`config.mk`:
```
export PLATFORM = sky130hd
export DESIGN_NAME = line_index_encoder
export DESIGN_NICKNAME = d
export VERILOG_FILES = /design/src/rtl/line_index_encoder.sv
export SDC_FILE = /design/constraint.sdc
export NUM_CORES = 1
export LEC_CHECK = 0
export BUFFER_PORTS_ARGS = -buffer_cell sky130_fd_sc_hd__buf_2
export CORE_UTILIZATION = 35
export CTS_BUF_LIST = sky130_fd_sc_hd__clkbuf_8
export DETAILED_ROUTE_END_ITERATION = 8
export PLACE_DENSITY = 0.65
export SYNTH_ARGS = -nofsm -noshare
export SYNTH_HDL_FRONTEND = slang
export SYNTH_SLANG_ARGS = --single-unit
```
`constraint.sdc`:
```
create_clock -name clk -period 8.2 [get_ports clk]
set_input_delay 2.05 -clock clk [delete_from_list [all_inputs] [get_ports clk]]
set_output_delay 2.05 -clock clk [all_outputs]
set_load 0.02 [all_outputs]
```
`src/rtl/line_index_encoder.sv`:
```
// ---------------------------------------------------------------------------
// line_index_encoder
//
// Purpose:
//   Selects one eligible cache line out of a 64-bit candidate vector and
//   presents its index, a one-hot copy and an "empty" flag through a
//   registered valid/ready output stage. With RR_EN=1 the search starts at a
//   rotating priority pointer so that repeated requests are served fairly.
//   With RR_EN=0 the lowest set bit always wins.
//
// Ports:
//   clk        - sole clock, all state updates on the rising edge
//   rst_n      - asynchronous active-low reset
//   flush      - synchronous clear of the output stage and the pointer
//   in_valid   - in_vec is presented
//   in_ready   - block accepts in_vec this cycle
//   in_vec     - candidate vector, bit i set = line i eligible
//   out_valid  - registered result available
//   out_ready  - consumer takes the result
//   out_idx    - selected cache-line index
//   out_onehot - one-hot of out_idx, all zero when out_empty
//   out_empty  - captured in_vec was all zero
// ---------------------------------------------------------------------------
module line_index_encoder #(
   parameter int RR_EN = 1
) (
   input  logic        clk,
   input  logic        rst_n,
   input  logic        flush,
   input  logic        in_valid,
   output logic        in_ready,
   input  logic [63:0] in_vec,
   output logic        out_valid,
   input  logic        out_ready,
   output logic [5:0]  out_idx,
   output logic [63:0] out_onehot,
   output logic        out_empty
);

   // Output stage has two states: nothing held, or a result waiting for
   // the consumer.
   typedef enum logic {
      IDLE = 1'b0,
      HOLD = 1'b1
   } state_t;

   state_t      state;
   logic [5:0]  ptr;
   logic [5:0]  out_idx_q;
   logic [63:0] out_onehot_q;
   logic        out_empty_q;

   logic        accept;
   logic [5:0]  scan_base;
   logic [127:0] doubled_vec;
   logic [63:0] rotated_vec;
   logic [6:0]  lowest_info;
   logic        enc_found;
   logic [5:0]  enc_offset;
   logic [5:0]  sel_idx;
   logic [63:0] sel_onehot;
   logic [5:0]  next_ptr;

   // Two-level lowest-set-bit search: first find the lowest non-empty group
   // of eight bits, then the lowest bit inside that group. Returns
   // {found, index}. Scanning each loop from the top down means the last
   // hit written is the lowest one.
   function automatic logic [6:0] find_lowest(input logic [63:0] vec);
      logic [7:0] grp_any;
      logic [2:0] grp;
      logic [7:0] grp_bits;
      logic [2:0] bit_pos;
      grp_any = '0;
      for (int g = 0; g < 8; g++) begin
         grp_any[g] = |vec[g*8 +: 8];
      end
      grp = '0;
      for (int g = 7; g >= 0; g--) begin
         if (grp_any[g]) begin
            grp = 3'(g);
         end
      end
      grp_bits = vec[{grp, 3'b000} +: 8];
      bit_pos = '0;
      for (int b = 7; b >= 0; b--) begin
         if (grp_bits[b]) begin
            bit_pos = 3'(b);
         end
      end
      return {|grp_any, grp, bit_pos};
   endfunction

   // The input side is ready whenever the output stage is free or being
   // drained this cycle; flush blocks acceptance outright.
   always_comb begin
      in_ready = !flush && ((state == IDLE) || out_ready);
      accept   = in_valid && in_ready;
   end

   // Round-robin search is done by rotating the candidate vector right so
   // that bit ptr lands at position 0, finding the lowest set bit of the
   // rotated vector, and adding ptr back (mod 64). In fixed-priority mode
   // the rotation amount is simply zero.
   always_comb begin
      scan_base   = (RR_EN != 0) ? ptr : 6'd0;
      doubled_vec = {in_vec, in_vec} >> scan_base;
      rotated_vec = doubled_vec[63:0];
      lowest_info = find_lowest(rotated_vec);
      enc_found   = lowest_info[6];
      enc_offset  = lowest_info[5:0];
      sel_idx     = enc_found ? (enc_offset + scan_base) : 6'd0;
      sel_onehot  = enc_found ? (64'h1 << sel_idx) : 64'h0;
      next_ptr    = sel_idx + 6'd1;
   end

   // Single sequential block for the state, the pointer and the registered
   // result. Flush takes priority over everything else. An accept either
   // fills an idle stage or replaces a result being drained (back-to-back).
   // Without an accept, a drained result returns the stage to IDLE and an
   // un-drained one is held untouched. The pointer only advances on a
   // non-empty accept in round-robin mode, so it stays at zero otherwise.
   always_ff @(posedge clk or negedge rst_n) begin
      if (!rst_n) begin
         state        <= IDLE;
         ptr          <= '0;
         out_idx_q    <= '0;
         out_onehot_q <= '0;
         out_empty_q  <= 1'b0;
      end else if (flush) begin
         state        <= IDLE;
         ptr          <= '0;
         out_idx_q    <= '0;
         out_onehot_q <= '0;
         out_empty_q  <= 1'b0;
      end else if (accept) begin
         state        <= HOLD;
         out_idx_q    <= sel_idx;
         out_onehot_q <= sel_onehot;
         out_empty_q  <= !enc_found;
         if ((RR_EN != 0) && enc_found) begin
            ptr <= next_ptr;
         end
      end else if ((state == HOLD) && out_ready) begin
         state <= IDLE;
      end
   end

   // Outputs come straight from registers.
   always_comb begin
      out_valid  = (state == HOLD);
      out_idx    = out_idx_q;
      out_onehot = out_onehot_q;
      out_empty  = out_empty_q;
   end

endmodule

```
[Word-level counts from Yosys, hierarchy flattened]
Cells that the tools add are included.
Word-level totals
  register bits after elaboration: 78
  input bits: 69
Operators by class
  add/subtract/negate cells: 2
  shifts and indexed selects: 3
  mux-type cells: 30
  bitwise operators: 1
  reductions and logical operators: 19
Operators with widths (number)
  64-bit two-way mux: 3
  128-bit by 6-bit >> shifter with 64-bit output: 1
  64-bit OR reduction: 1
  8-bit OR reduction: 8
  64-bit by 7-bit indexed part select with 8-bit output: 1
  1-bit by 6-bit left shift with 64-bit output, first input constant: 1
  3-bit two-way mux: 16
  6-bit two-way mux: 6
  6-bit by 1-bit adder with 6-bit output, second input constant: 1
  6-bit adder: 1
  1-bit two-way mux: 5
  2-bit nonzero test: 2
  1-bit logical AND: 3
  3-bit nonzero test: 1
  1-bit zero test: 2
  2-bit AND reduction: 1
  1-bit logical OR: 1
  1-bit inverter: 1

[Logic depth before layout (Yosys ltp)]
Gate-level depths: netlist of run 1.
  word-level depth: 25
  gate-level depth with buffers: 34

[Worst setup path before layout of run 1]
OpenSTA, ideal clock, no wires.
  kind: input -> register
  start: input in_vec[21]
  end: register out_onehot_q[0] (netlist: out_onehot[0])
  setup time: 68 ps
  arrival time: 8052 ps
  data required time: 8132 ps
  path slack: 80 ps
  stages on the path: 26
  path buffers: 3
  cells stage by stage: mux4_2 > mux4_2 > mux2_2 > nand4b_1 > nor4_2 > a21oi_1 > or4_1 > clkbuf_1 > or2_1 > clkbuf_1 > buf_2 > a2111o_1 > nand3_1 > nor3b_1 > o21a_1 > ha_1 > a21o_1 > a21o_1 > a21o_1 > a21oi_1 > xnor2_1 > nor2_1 > a21oi_2 > and3_1 > nor3b_2 > a32o_1
On the way
  word-level cells in the longest chain between the ends: 25
  elaborated cells between the ends (all ways): 33
RTL lines
  start: declaration: RTL line 32  | input logic [63:0] in_vec,
  128-bit by 6-bit >> shifter with 64-bit output (*): RTL line 106  | doubled_vec = {in_vec, in_vec} >> scan_base;
  8-bit OR reduction: RTL line 75  | grp_any[g] = |vec[g*8 +: 8];
  3-bit two-way mux (8 in series): RTL line 79  | if (grp_any[g]) begin
  64-bit by 7-bit indexed part select with 8-bit output: RTL line 83  | grp_bits = vec[{grp, 3'b000} +: 8];
  3-bit two-way mux (8 in series): RTL line 86  | if (grp_bits[b]) begin
  6-bit adder: RTL line 111  | sel_idx = enc_found ? (enc_offset + scan_base) : 6'd0;
  6-bit two-way mux: RTL line 111
  1-bit by 6-bit left shift with 64-bit output: RTL line 112  | sel_onehot = enc_found ? (64'h1 << sel_idx) : 64'h0;
  64-bit two-way mux (*): RTL line 112
  64-bit two-way mux (*): RTL line 135  | end else if (accept) begin
  64-bit two-way mux (*): RTL line 129  | end else if (flush) begin
  end signal: assignment: RTL line 138  | out_onehot_q <= sel_onehot;
  end: declaration: RTL line 50  | logic [63:0] out_onehot_q;
Every way passes the cells marked *; elsewhere a longest branch is shown, timed or not. The select of a mux whose other input is x is not followed.
A chain may end at the register's enable or synchronous reset.

[Worst setup path after layout of run 1]
  start: input in_vec[5]
  end: register out_onehot_q[6] (netlist: out_onehot[6])
The elaborated chain is that of the path after synthesis.

==> metrics.md, run 1 <==
| Metric | Value |
|---|---|
| Worst EP arrival | 8.49 ns |
| Switching part of the total | 47.77% |
| Status | complete, but fails checks |
| GR Util met3 | under 10% |
| Antenna violations before repair | 0 |
| Kind of critical path | input port to register |
| Setup Skew | 0.007324 ns |
| EDFF count, synth | 0 |
| Vias/cell | 6.084 |
| Row cnt | between 50 and 60 |
| IO buf count | roughly 140 |
| Max clock buf depth | 2 |
| CP max stage delay | 0.53 ns |
| Yosys Warn Count | 0 |
| Synth Cell Area | 0.009065 sq mm |
| Synth area leaders | mux4_2 28%, dfrtp_1 22%, mux2i_1 10% |
| GPL Wtd Cong | 0.9997 |
| Peak VDD IR | between 0.15 and 0.2 mV |
| Remaining Overflow, GRT | 0 |
| # nets final | 1269 |
| Vias in the first global route | 8923 |
| Initial DRC Count | 1018 |
| # IOs | 142 |
| CTS Sinks | 78 |
| WHS | between 0.4 and 0.5 ns |
| Synth Area per Inst | 10.32 sq um |
| CTS root buffer | clkbuf_8 |
| Final setup violation count | 4 |
| HPWL after DPL | between 20000 and 30000 um |
| Remaining DRCs | 0 |
| Synth-to-layout area growth | 36.22% |
| Share of post-route cells with drive strength above 1 | around 53% |
| Comb power frac | between 80 and 90% |
| H-tree Lvls | 3 |
| Total core area | 0.02533 sq mm |
| Final Cycle Share | 100.1% |
| Gr usage total | between 20% and 30% |
| Post-synthesis register bit count | 78 |
| Sequential group share of total power | roughly 11% |
| Max Freq | 0.1218 GHz |
| Starting Density | 35.79% |
| Die extent in x | 162.9 um |
| Power Density | approximately 330 mW/mm^2 |
| Drt total wl | 33840 um |
| M2 GR Usage | roughly 39% |
| Fin crit period | 8.208 ns |
| # hold bufs at CTS | 0 |
| Final count of hold timing violations | 0 |
| Sequential share of the synthesized area | between 20% and 30% |
| Met1 usage | around 35% |
| Final antenna-violating net count | 0 |
| Gate Count Post-Synth | 878 |
| Worst-path maximum fanout | 8 |
| Synth cell types | 77 |
| Worst Tran Pin Value | 0.9759 ns |
| Ys flop type | dfrtp_1 |
| CTS tree | done |
| Sw Pwr | 1928 uW |
| Startpoint Class | input port |
| Core Util, Final | 48.76% |
| Largest net degree at the start of global routing | 79 |
| Slew margin rel. | 34.94% |
| Router iterations before antenna repair | 6 |
| Antenna diodes | 0 |
| Routed vias | 9266 |
| Final worst slack | -0.007957 ns |
| Cts bufs inserted | 9 |
| Crit path required time | 8.48 ns |
| Crit-path slowest cell | mux4_2 |
| Clock slew at reported path FFs | approximately 0.070 ns |
| Slew Viols, Final | 0 |
| Die area | 0.02655 sq mm |
| Cell-internal power | around 2100 uW |
| Worst setup EP type | register |
| Lkg Pwr | 0.005516 uW |
| First-pass GRT wire length | approximately 50000 um |
| RSZ-0062 raised after global routing | yes |
| Worst-Skew Late Latency | 0.34 ns |
| Max-cap violation count | 0 |
| WL/cell | 22.22 um |
| Clk pwr share | 6.2% |
| Syn_nets | 959 |
| Share of the synthesized area in the top cell type | about 28% |
| Die Y-Extent | 162.9 um |
| Violated checks | setup timing |
| Post-synth ARST share | between 90% and 100% |
| Largest area contributor in the netlist | mux4_2 |
| Hold WC Path Type | register to register |
| Global route hottest layer | met2 |
==> Yosys cell counts (all sizes together), types with 2 or more instances <==
cell / n
ha: 11
a211o: 2
mux2: 44
nor2b: 5
o32ai: 3
o21a: 4
and2: 9
nor3b: 2
nor2: 51
dfrtp: 78
buf: 38
or2: 2
a32o: 15
xnor2: 4
a32oi: 3
o211ai: 10
clkbuf: 35
nand2b: 3
nand3b: 6
o31ai: 3
a21o: 9
a22o: 12
a211oi: 11
and3: 3
o21ai: 79
mux4: 112
nor3: 13
inv: 18
nand3: 8
o2bb2ai: 2
nor4: 7
nand2: 111
a21oi: 26
o2bb2a: 2
mux2i: 93
a31oi: 3
nand4: 7
xor2: 3
a221oi: 2
or3: 2
a22oi: 6
==> metrics by stage <==
step	TNS (ns)	power (uW)	instances	worst slack, ns	cell area [sq um]
final	-0.02048	4035	1523	-0.007957	12350
after global placement	-30.38	3399	1477	-0.6178	11410
after global routing	-5.853	4243	1523	-0.1639	12350
after floorplan	0	2190	878	0.08031	9065
after detailed placement	-30.62	3414	1477	-0.6340	11410
after CTS	-0.07123	3688	1494	-0.02874	11610
==> cells by family (layout without fill, tap and decap cells) <==
kind of cell               Yosys count  in the layout  synth area share (%)
muxes                              249            249                 43.56
adders and majority gates           12             12                 1.739
and+or+nand+nor                    236            236                 12.31
buffers and inverters               92            407                 4.859
xor gates and xnor gates             7              7                0.6763
AOI/OAI and AO/OA                  204            204                 15.32
DFF                                 78             78                 21.53
==> worst max-delay path: cells and delay by family <==
family / cells / cell delay (ns)
AOI/OAI and AO/OA: 11 / 1.92
xor gates and xnor gates: 1 / 0.16
adders and majority gates: 1 / 0.28
buffers and inverters: 6 / 0.75
muxes: 5 / 1.91
and+or+nand+nor: 7 / 1.36
==> registers in the layout, summed over array words and instances (netlist names) <==
| signal | count |
|---|---|
| out_onehot | 64 |
| out_valid | 1 |
| ptr | 6 |
| out_idx | 6 |
| out_empty | 1 |
==> layout make-up <==
cell class / count / area [sq um]
clock buffer: 10 / 137.6
clock inverter: 6 / 30.03
fill: 2300 / 12980
inverter: 19 / 77.57
multi-input combinational: 708 / 7143
sequential: 78 / 1959
tap: 330 / 412.9
timing repair buffer: 372 / 2587
==> final timing paths <==
| kind | start | to | slack [ns] | depth (start not counted) |
|---|---|---|---|---|
| max in group asynchronous | rst_n | ptr[0]$_DFFE_PN0P_ | 5.60 | 1 |
| max reg2reg | ptr[0]$_DFFE_PN0P_ | out_onehot[6]$_DFFE_PN0P_ | 0.85 | 31 |
| max | in_vec[5] | out_onehot[6]$_DFFE_PN0P_ | -0.008 | 31 |
| min in group asynchronous | rst_n | out_onehot[28]$_DFFE_PN0P_ | 1.85 | 1 |
| min reg2reg | out_onehot[24]$_DFFE_PN0P_ | out_onehot[24]$_DFFE_PN0P_ | 0.48 | 2 |
| min | out_onehot[24]$_DFFE_PN0P_ | out_onehot[24]$_DFFE_PN0P_ | 0.48 | 2 |
==> power by group through the flow <==
stage / combinational, uW / sequential, uW / clock (uW)
after floorplan: 1730 / 458 / 0
after global placement: 2940 / 461 / 0
after detailed placement: 2950 / 460 / 0
after CTS: 2980 / 453 / 256
after global routing: 3510 / 457 / 275
final: 3330 / 453 / 249
==> placed cells by master (no fill, tap or decap), types with 5 or more instances in the layout <==
master,instances
a211oi_1,9
a21o_1,9
a21oi_1,20
a21oi_2,5
a22o_1,12
a32o_1,15
and2_1,7
buf_12,6
buf_2,136
buf_4,216
buf_6,12
clkbuf_8,10
dfrtp_1,74
ha_1,8
inv_1,16
mux2_2,35
mux2_4,7
mux2i_1,80
mux2i_2,11
mux4_2,112
nand2_1,104
nand3b_1,6
nand4_1,7
nor2_1,45
nor3_1,10
o211ai_1,10
o21ai_0,44
o21ai_1,29
o21ai_2,6
==> layer usage <==
| layer | routed length [um] | up-vias | share of wire [%] |
|---|---|---|---|
| met5 | 0 | - | 0 |
| met4 | 1133 | 0 | 3.3 |
| met3 | 2938 | 87 | 8.7 |
| met2 | 15650 | 528 | 46 |
| met1 | 14120 | 4562 | 42 |
| li1 | - | 4089 | - |
==> repair_timing <==
action | in CTS | in global routing
setup endpoints to repair | 60 | 70
gates resized for setup | 5 | 148
pin swaps | 0 | 38
cloned | 0 | 0
buffers inserted | 1 | 32
Power figures use the tool's default switching activity.
==> run 2, diff against run 1 <==
--- a/config.mk
+++ b/config.mk
@@ -6,10 +6,12 @@
 export NUM_CORES = 1
 export LEC_CHECK = 0
 export BUFFER_PORTS_ARGS = -buffer_cell sky130_fd_sc_hd__buf_2
+export CAP_MARGIN = 0
 export CORE_UTILIZATION = 35
 export CTS_BUF_LIST = sky130_fd_sc_hd__clkbuf_8
 export DETAILED_ROUTE_END_ITERATION = 8
-export PLACE_DENSITY = 0.65
+export PLACE_DENSITY = 0.53
+export REMOVE_ABC_BUFFERS = 1
 export SYNTH_ARGS = -nofsm -noshare
 export SYNTH_HDL_FRONTEND = slang
 export SYNTH_SLANG_ARGS = --single-unit
==> metrics.md, run 2 (synthesis gave the netlist of run 1 again) <==
| Metric | Value |
|---|---|
| Hold WC Path Type | register to register |
| Comb power frac | 80.1% |
| CTS tree | done |
| Row cnt | 58 |
| Vias/cell | approximately 5.9 |
| Inst Count DP | 1478 |
| Sequential group share of total power | 11.6% |
| Finished Layout Cells | 1511 |
| WL/cell | about 22 um |
| Worst EP arrival | approximately 8.3 ns |
| Drt total wl | 33030 um |
| Worst setup EP type | register |
| FF-to-FF path depth | 30 |
| Worst-Skew Late Latency | roughly 0.35 ns |
| # hold bufs at CTS | 0 |
| # nets final | around 1300 |
| Post-Place Cell Area | 0.01141 sq mm |
| Metal3 WL | roughly 1900 um |
| Startpoint Class | input port |
| Cell-internal power | approximately 2100 uW |
| Die area | between 0.02 and 0.03 sq mm |
| Final count of hold timing violations | 0 |
| Metal-1 WL | approximately 15000 um |
| R2R Path End | out_onehot[1]$_DFFE_PN0P_ |
| Worst-path maximum fanout | 8 |
| Router iterations before antenna repair | 5 |
| Switching part of the total | 47.09% |
| Cts bufs inserted | 9 |
| H-tree Lvls | 3 |
| Leading cell type in the layout, fill and taps excluded | buf_4 |
| Worst Tran Pin Value | 0.8776 ns |
| Routed vias | 8951 |
| # IOs | around 140 |
| Antenna violations before repair | 0 |
| Die Y-Extent | 162.9 um |
| WL met2 | between 15000 and 20000 um |
| HPWL after DPL | between 20000 and 30000 um |
| Total core area | 0.02533 sq mm |
| CTS root buffer | clkbuf_8 |
| Final std cell area, no fill | ~0.012 sq mm |
| Remaining DRCs | 0 |
| Crit path required time | roughly 8.4 ns |
| Peak VDD IR | 0.1166 mV |
| GPL Wtd Cong | 0.9544 |
| Worst R2R Start | ptr[0]$_DFFE_PN0P_ |
| Most Frequent Cell on Critical Path | a21o_1 |
| Max reg flops | 64 |
| Max Freq | 0.1248 GHz |
| Power Density | 326.5 mW/mm^2 |
| Largest net degree at the start of global routing | 60 |
| Clock slew at reported path FFs | 0.09 ns |
| IO buf count | 141 |
| Setup Skew | 0.01298 ns |
| Initial DRC Count | 868 |
| Antenna diodes | 0 |
| Remaining Overflow, GRT | 0 |
| R2r setup slk | 0.94 ns |
| Hold Path End | out_onehot[44]$_DFFE_PN0P_ |
| Final worst slack | 0.1840 ns |
| Max-cap violation count | 0 |
| DR top layer | met4 |
| DP Worst Slack | -0.6837 ns |
| Hold Path Stages | 2 |
| RSZ-0062 raised after global routing | yes |
| Synth-to-layout area growth | 33.88% |
| Slew margin rel. | 41.13% |
| CTS Sinks | 78 |
| Vias in the first global route | 8382 |
| Final setup violation count | 0 |
| Kind of critical path | input port to register |
| Lkg Pwr | about 0.0054 uW |
| Share of post-route cells with drive strength above 1 | a little over 50% |
| Crit-path slowest cell | mux4_2 |
| Slew Viols, Final | 0 |
| Gr usage total | 24.46% |
| First-pass GRT wire length | 49840 um |
| Die extent in x | 162.9 um |
| Max clock buf depth | 2 |
| Hold path start | out_onehot[44]$_DFFE_PN0P_ |
| Final Cycle Share | between 90% and 100% |
| Most frequent cells in the layout | 211 x buf_4, 140 x buf_2, 112 x mux4_2, 108 x nand2_1, 76 x mux2i_1 |
| Clk pwr share | 8.3% |
| Sw Pwr | about 1900 uW |
| Starting Density | 35.79% |
| CP max stage delay | 0.55 ns |
| Fin crit period | 8.016 ns |
| Final antenna-violating net count | 0 |
| Status | complete, no violations |
| Overall power | around 4000 uW |
==> run 2: worst max path at each step <==
| stage | from | to | cells past startpoint |
|---|---|---|---|
| 2_1_floorplan | ptr[0]$_DFFE_PN0P_ | out_onehot[0]$_DFFE_PN0P_ | 25 |
| 3_3_place_gp | in_vec[19] | out_onehot[58]$_DFFE_PN0P_ | 30 |
| 3_5_place_dp | in_vec[19] | out_onehot[57]$_DFFE_PN0P_ | 30 |
| 4_1_cts | in_vec[19] | out_onehot[57]$_DFFE_PN0P_ | 31 |
| 5_1_grt | in_vec[5] | out_onehot[49]$_DFFE_PN0P_ | 30 |
| 6_report | in_vec[19] | out_onehot[1]$_DFFE_PN0P_ | 30 |
==> run 2: critical path: cells and delay by family <==
kind	cells	cell delay [ns]
fa+ha+maj	1	0.21
compound gates	11	2.06
simple gates	8	1.66
mux	4	1.47
buf+inv	5	0.68
xor+xnor	1	0.09
==> run 2: through the flow <==
stage | utilization, % | TNS [ns] | hold WS [ns]
finish | 47.92 | 0 | 0.4778
global route | 47.92 | -2.205 | 0.5055
CTS | 46.13 | 0 | 0.4828
detailed placement | 45.07 | -30.98 | 0.4627
global placement | 45.07 | -29.28 | 0.4572
floorplan | - | -58.65 | 0.5900
==> run 2: timing repair <==
item	4_1_cts	5_1_grt
cloned	0	1
pin swaps	0	25
setup buffers	1	15
endpoints found under the setup margin	46	70
gates resized for setup	8	74
==> run 2: routing by layer <==
layer  GRT usage [%]  up-vias
met5               0        -
met4           7.392        0
met3           2.597       61
met2           38.07      429
met1           35.58     4412
li1                -     4049
==> run 2: layout make-up <==
class,count,area [sq um]
fill,2388,13190
multi-input combinational,708,7015
timing repair buffer,360,2447
sequential,78,1959
tap,330,412.9
clock buffer,9,123.9
clock inverter,7,102.6
inverter,19,75.07
==> run 2: power groups by stage <==
stage,sequential (uW),combinational (uW),clock [uW]
global route,467,3370,355
finish,459,3170,331
global placement,468,2910,0
CTS,460,2940,338
detailed placement,468,2920,0
floorplan,575,1580,0
